File: config.mk
export PLATFORM = sky130hd
export DESIGN_NAME = rf_port_arbiter
export DESIGN_NICKNAME = d
export VERILOG_FILES = /design/src/rtl/rf_port_arbiter.sv
export SDC_FILE = /design/constraint.sdc
export NUM_CORES = 1
export LEC_CHECK = 0
export CAP_MARGIN = 20
export CORE_ASPECT_RATIO = 0.8
export CORE_UTILIZATION = 27
export DETAILED_ROUTE_END_ITERATION = 8
export PLACE_DENSITY = 0.86
export SLEW_MARGIN = 20
export SYNTH_ARGS = -nofsm -noshare
export SYNTH_HDL_FRONTEND = slang
export SYNTH_SLANG_ARGS = --single-unit
File: constraint.sdc
create_clock -name clk -period 5.2 [get_ports clk]
set_input_delay 0.78 -clock clk [delete_from_list [all_inputs] [get_ports clk]]
set_output_delay 0.78 -clock clk [all_outputs]
set_load 0.01 [all_outputs]
File: src/rtl/rf_port_arbiter.sv
// ---------------------------------------------------------------------------
// rf_port_arbiter
//
// Shares a single register-file port pair (one registered read port, one
// write port) between two requesters: requester 0 (core) and requester 1
// (debug). One transfer is accepted per cycle. Plain arbitration alternates
// priority after every transfer. A requester may lock the port for a burst,
// and the lock is released by force after LOCK_MAX cycles.
//
// Ports
//   clk, rst                 clock, synchronous active-high reset
//   reqN_valid / reqN_ready  request handshake, N = 0 (core), 1 (debug)
//   reqN_we                  1 = write, 0 = read
//   reqN_addr                register index
//   reqN_wdata               write data
//   reqN_lock                keep the grant after this transfer
//   rspN_valid               read data for requester N is on rsp_rdata
//   rsp_rdata                read data (regfile rf_RD1)
//   rf_A1                    regfile read address
//   rf_A3, rf_WD3, rf_WE     regfile write address, data, enable
//   rf_RD1                   regfile read data, one cycle after rf_A1
// ---------------------------------------------------------------------------
module rf_port_arbiter #(
  parameter int LOCK_MAX = 16
) (
  input  logic        clk,
  input  logic        rst,

  input  logic        req0_valid,
  output logic        req0_ready,
  input  logic        req0_we,
  input  logic [4:0]  req0_addr,
  input  logic [31:0] req0_wdata,
  input  logic        req0_lock,

  input  logic        req1_valid,
  output logic        req1_ready,
  input  logic        req1_we,
  input  logic [4:0]  req1_addr,
  input  logic [31:0] req1_wdata,
  input  logic        req1_lock,

  output logic        rsp0_valid,
  output logic        rsp1_valid,
  output logic [31:0] rsp_rdata,

  output logic [4:0]  rf_A1,
  output logic [4:0]  rf_A3,
  output logic [31:0] rf_WD3,
  output logic        rf_WE,
  input  logic [31:0] rf_RD1
);

  localparam int CW = $clog2(LOCK_MAX + 1);
  // Value of lock_cnt in the last cycle a lock may be held.
  localparam logic [CW-1:0] CNT_LAST = CW'(LOCK_MAX - 1);

  typedef enum logic {
    ARB,
    LOCKED
  } state_t;

  state_t        state;
  logic          owner;     // lock holder, meaningful in LOCKED only
  logic          prio;      // requester that wins a tie in ARB
  logic [CW-1:0] lock_cnt;  // cycles spent in LOCKED so far
  logic [1:0]    rsp_pend;  // read accepted last cycle, per requester

  logic        xfer0;
  logic        xfer1;
  logic        xfer;
  logic        sel_we;
  logic [4:0]  sel_addr;
  logic [31:0] sel_wdata;
  logic        sel_lock;

  // -------------------------------------------------------------------------
  // Grant. Ready never looks at the other side's ready, only at valids,
  // state and priority, so at most one requester is ready per cycle.
  // -------------------------------------------------------------------------
  always_comb begin
    // NOTE: every output of this block gets a default first, so no path can
    // leave it unassigned and infer a latch.
    req0_ready = 1'b0;
    req1_ready = 1'b0;
    if (!rst) begin
      unique case (state)
        ARB: begin
          if (req0_valid && (!req1_valid || !prio)) req0_ready = 1'b1;
          else if (req1_valid)                      req1_ready = 1'b1;
        end
        LOCKED: begin
          req0_ready = req0_valid && !owner;
          req1_ready = req1_valid &&  owner;
        end
        default: ;
      endcase
    end
  end

  assign xfer0 = req0_valid && req0_ready;
  assign xfer1 = req1_valid && req1_ready;
  assign xfer  = xfer0 || xfer1;

  // Winning request fields; only meaningful while xfer is high.
  assign sel_we    = xfer1 ? req1_we    : req0_we;
  assign sel_addr  = xfer1 ? req1_addr  : req0_addr;
  assign sel_wdata = xfer1 ? req1_wdata : req0_wdata;
  assign sel_lock  = xfer1 ? req1_lock  : req0_lock;

  // -------------------------------------------------------------------------
  // Regfile drive. Idle address/data are held at zero so the regfile sees
  // clean values when nothing is transferred. Writes to x0 go through; the
  // regfile ignores them.
  // -------------------------------------------------------------------------
  assign rf_WE  = xfer && sel_we;
  assign rf_A3  = rf_WE ? sel_addr  : 5'd0;
  assign rf_WD3 = rf_WE ? sel_wdata : 32'd0;
  assign rf_A1  = (xfer && !sel_we) ? sel_addr : 5'd0;

  // Responses are masked during reset so a read accepted just before reset
  // never shows up, even in the first reset cycle.
  assign rsp0_valid = rsp_pend[0] && !rst;
  assign rsp1_valid = rsp_pend[1] && !rst;
  assign rsp_rdata  = rst ? 32'd0 : rf_RD1;

  // -------------------------------------------------------------------------
  // State
  // -------------------------------------------------------------------------
  always_ff @(posedge clk) begin
    // NOTE: all state here uses non-blocking assignments so every register
    // samples the pre-edge values, independent of statement order.
    if (rst) begin
      state    <= ARB;
      owner    <= 1'b0;
      prio     <= 1'b0;
      lock_cnt <= '0;
      rsp_pend <= 2'b00;
    end else begin
      rsp_pend <= {xfer1 && !req1_we, xfer0 && !req0_we};

      // Loser of this transfer wins the next tie.
      if (xfer) prio <= ~xfer1;

      unique case (state)
        ARB: begin
          if (xfer && sel_lock) begin
            state    <= LOCKED;
            owner    <= xfer1;
            lock_cnt <= '0;
          end
        end
        LOCKED: begin
          // Forced release takes effect after the last allowed cycle; an
          // owner transfer in that cycle is still accepted above.
          if (lock_cnt == CNT_LAST || (xfer && !sel_lock)) begin
            state    <= ARB;
            lock_cnt <= '0;
          end else begin
            lock_cnt <= lock_cnt + CW'(1);
          end
        end
        default: state <= ARB;
      endcase
    end
  end

endmodule

==> reports/summary.txt <==
Status - completed
Final Setup Violations - 0
DR iter-0 viols - 40
Inst Count DP - 460
Sum of negative setup slack - 0 ns
Num CTS Buffers - 3
Die Y - 66.6 um
Crit path buf inv count - 4
Req. time, crit path - 4.42 ns
Syn Nets - 334
IO Count - 193
Max cap viols - 0
First-pass DRT Iterations - 4
Startpoint types - input port
Fmax - 248 MHz
Top FF cell, synth - dfxtp_1
Die ar. - 5510 um2
Fin cells - 464
Share of cells above drive strength 1 - 8.46%
H-tree depth - 1
Fin util - 67.9%
IO buf count - 192
Sequential share of the synthesized area - 14.2%
Worst Hold Launch - lock_cnt[4]$_SDFFE_PP0P_
Warnings, synthesis - 0
Crit path kind - in -> out
Setup WS post-layout - 1.17 ns
Overall via count from detail_route - 2130
DP HPWL - 4860 um
Dominant cell type by area after synthesis - nand2_1
CTS Buffer Depth - 2
Clk pwr share - 22.8%
Final max-slew violation count - 0
CTS tree - done
FP Rows - 23
Commonest non-fill, non-tap cells in the layout - 192 x clkdlybuf4s50_1, 66 x nand2_1, 35 x nor2b_1
Setup Skew - 0.000774 ns
Vias/cell - 4.59
Largest cells by area after synthesis - nand2_1 18%, nor2b_1 16%, dfxtp_1 14%, a21oi_2 12%, a21oi_1 5.0%
Critical path's largest stage delay - 0.50 ns
Pin count of the biggest net entering global routing - 42
Flop pwr share - 19.1%
Post-Syn Area - 1410 um2
Share of synthesized registers carrying an async set or reset - 0%
Vias in the first global route - 1869
Crit path DAT - 3.25 ns
Power, Total - 0.432 mW
Slowest CP cell - clkdlybuf4s50_1
Crit path max fanout - 38
# clock sinks - 10
Minimum clock period - 4.03 ns
Antenna viol nets, final - 0
Crit path top cell by count - clkdlybuf4s50_1
Area growth syn-to-layout - 141%
Post-synth top area share - 17.6%
Core Footprint - 5010 um2
Switching power total - 0.129 mW
Cell count along the critical path - 8
Area after DPL - 3350 um2
CP top delay family - buffers and inverters
Switching Share - 29.8%
GRT overflow - 0
Critical path startpoint - req0_valid
Max_slew headroom - 66.7%
Critical Path End Type - output pin
Worst hold slack - 0.485 ns
HP Class - reg -> reg
Post-synthesis register bit count - 10
PwrDens - 127 nW/um2
Netlist cell types - 41
Post-CTS Setup Bufs - 0
Fin crit share - 77.4%
Initial antenna violation count - 0
Leading cell type in the layout, fill and taps excluded - clkdlybuf4s50_1
Worst Hold Depth - 2
Worst-Skew Late Latency - 0.24 ns
Syn avg cell area - 6.46 um2
Total track usage - 19.9%
CTS clk-pin slew, worst paths - 0.05 ns
Internal power - 0.303 mW
Number of flops mapped to enable cells by yosys - 0
Die W - 82.8 um
Worst r2r src - lock_cnt[0]$_SDFFE_PP0P_
Reg2Reg Depth - 6
Cells resized by post-CTS repair - 0
Detailed Route WL - 5980 um
DP Worst Slack - 1.17 ns
Antenna cells - 0
Routability cong. - 0.812
Unrepaired setup endpoints after global routing - false
Final Hold Fails - 0
Wire per inst - 12.9 um
VDD IR max - 111 uV
Post-route cell area - 3400 um2
Nets - 519
Initial Utilization - 28.1%
Hold_buf cts - 0
Worst-margin pin slew - 0.500 ns
Cells along the critical path - clkdlybuf4s50_1, or3b_1, nand3_2, inv_2, a22oi_2, buf_4, a21oi_1, clkdlybuf4s50_1
Syn Inst Count - 218
Leak pwr - 1.31 nW
First-pass GRT wire length - 8580 um
Root Buffer - clkbuf_8
Combinational fraction of design power - 58.1%
# DRC - 0
-- registers in the layout, summed over array words and instances (netlist names) --
name,flops
prio,1
state,1
lock_cnt,5
owner,1
rsp_pend,2
-- worst register-to-register path, delay by kind of cell (launching register included) --
kind            cells  cell delay (ns)
compound gates      2             0.42
fa+ha+maj           2             0.42
simple gates        2             0.56
flops               1             0.33
-- worst paths after layout --
check,end,slack (ns)
max,rf_WD3[29],1.17
min,lock_cnt[4]$_SDFFE_PP0P_,0.49
max reg2reg,lock_cnt[2]$_SDFFE_PP0P_,3.39
min reg2reg,lock_cnt[4]$_SDFFE_PP0P_,0.49
-- area by class of cell --
type / count / area [um2]
Inverter: 6 / 27.5
Multi-Input combinational cell: 186 / 1090
Sequential cell: 10 / 200
Clock buffer: 4 / 55.1
Fill cell: 421 / 1610
Tap cell: 62 / 77.6
Timing Repair Buffer: 196 / 1950
-- per-layer routing --
layer	GRT usage, %	part of all wire, %	wire, um	vias up
met2	36.9	50	3000	104
met5	0	0	0	-
met4	3.88	0.60	36	0
met1	22.8	39	2330	935
li1	-	-	-	1087
met3	5.21	10	612	4
-- power by group through the flow --
stage / clock (mW) / combinational (mW) / sequential [mW]
finish: 0.0983 / 0.251 / 0.0826
global route: 0.103 / 0.271 / 0.0832
CTS: 0.101 / 0.253 / 0.0825
detailed placement: 0 / 0.251 / 0.0841
global placement: 0 / 0.249 / 0.0839
floorplan: 0 / 0.0971 / 0.0833
-- cell families after synthesis --
kind of cell,Yosys count,share of synthesized area [%]
fa+ha+maj,2,1.78
simple gates,131,45.6
buf+inv,22,8.79
compound gates,45,24.1
xor+xnor,1,0.622
mux,7,4.97
flops,10,14.2
-- synth_stat cells (2+ instances only) --
master     n
a21oi_1   14
nor2b_1   35
buf_2      2
dfxtp_1   10
a21oi_2   20
buf_6      4
clkbuf_1   8
mux2i_1    7
and3b_1    2
nand2_1   66
inv_1      4
ha_1       2
o21a_1     2
nor2_1    14
nand3_1    2
(Power assumes the default switching activity.)
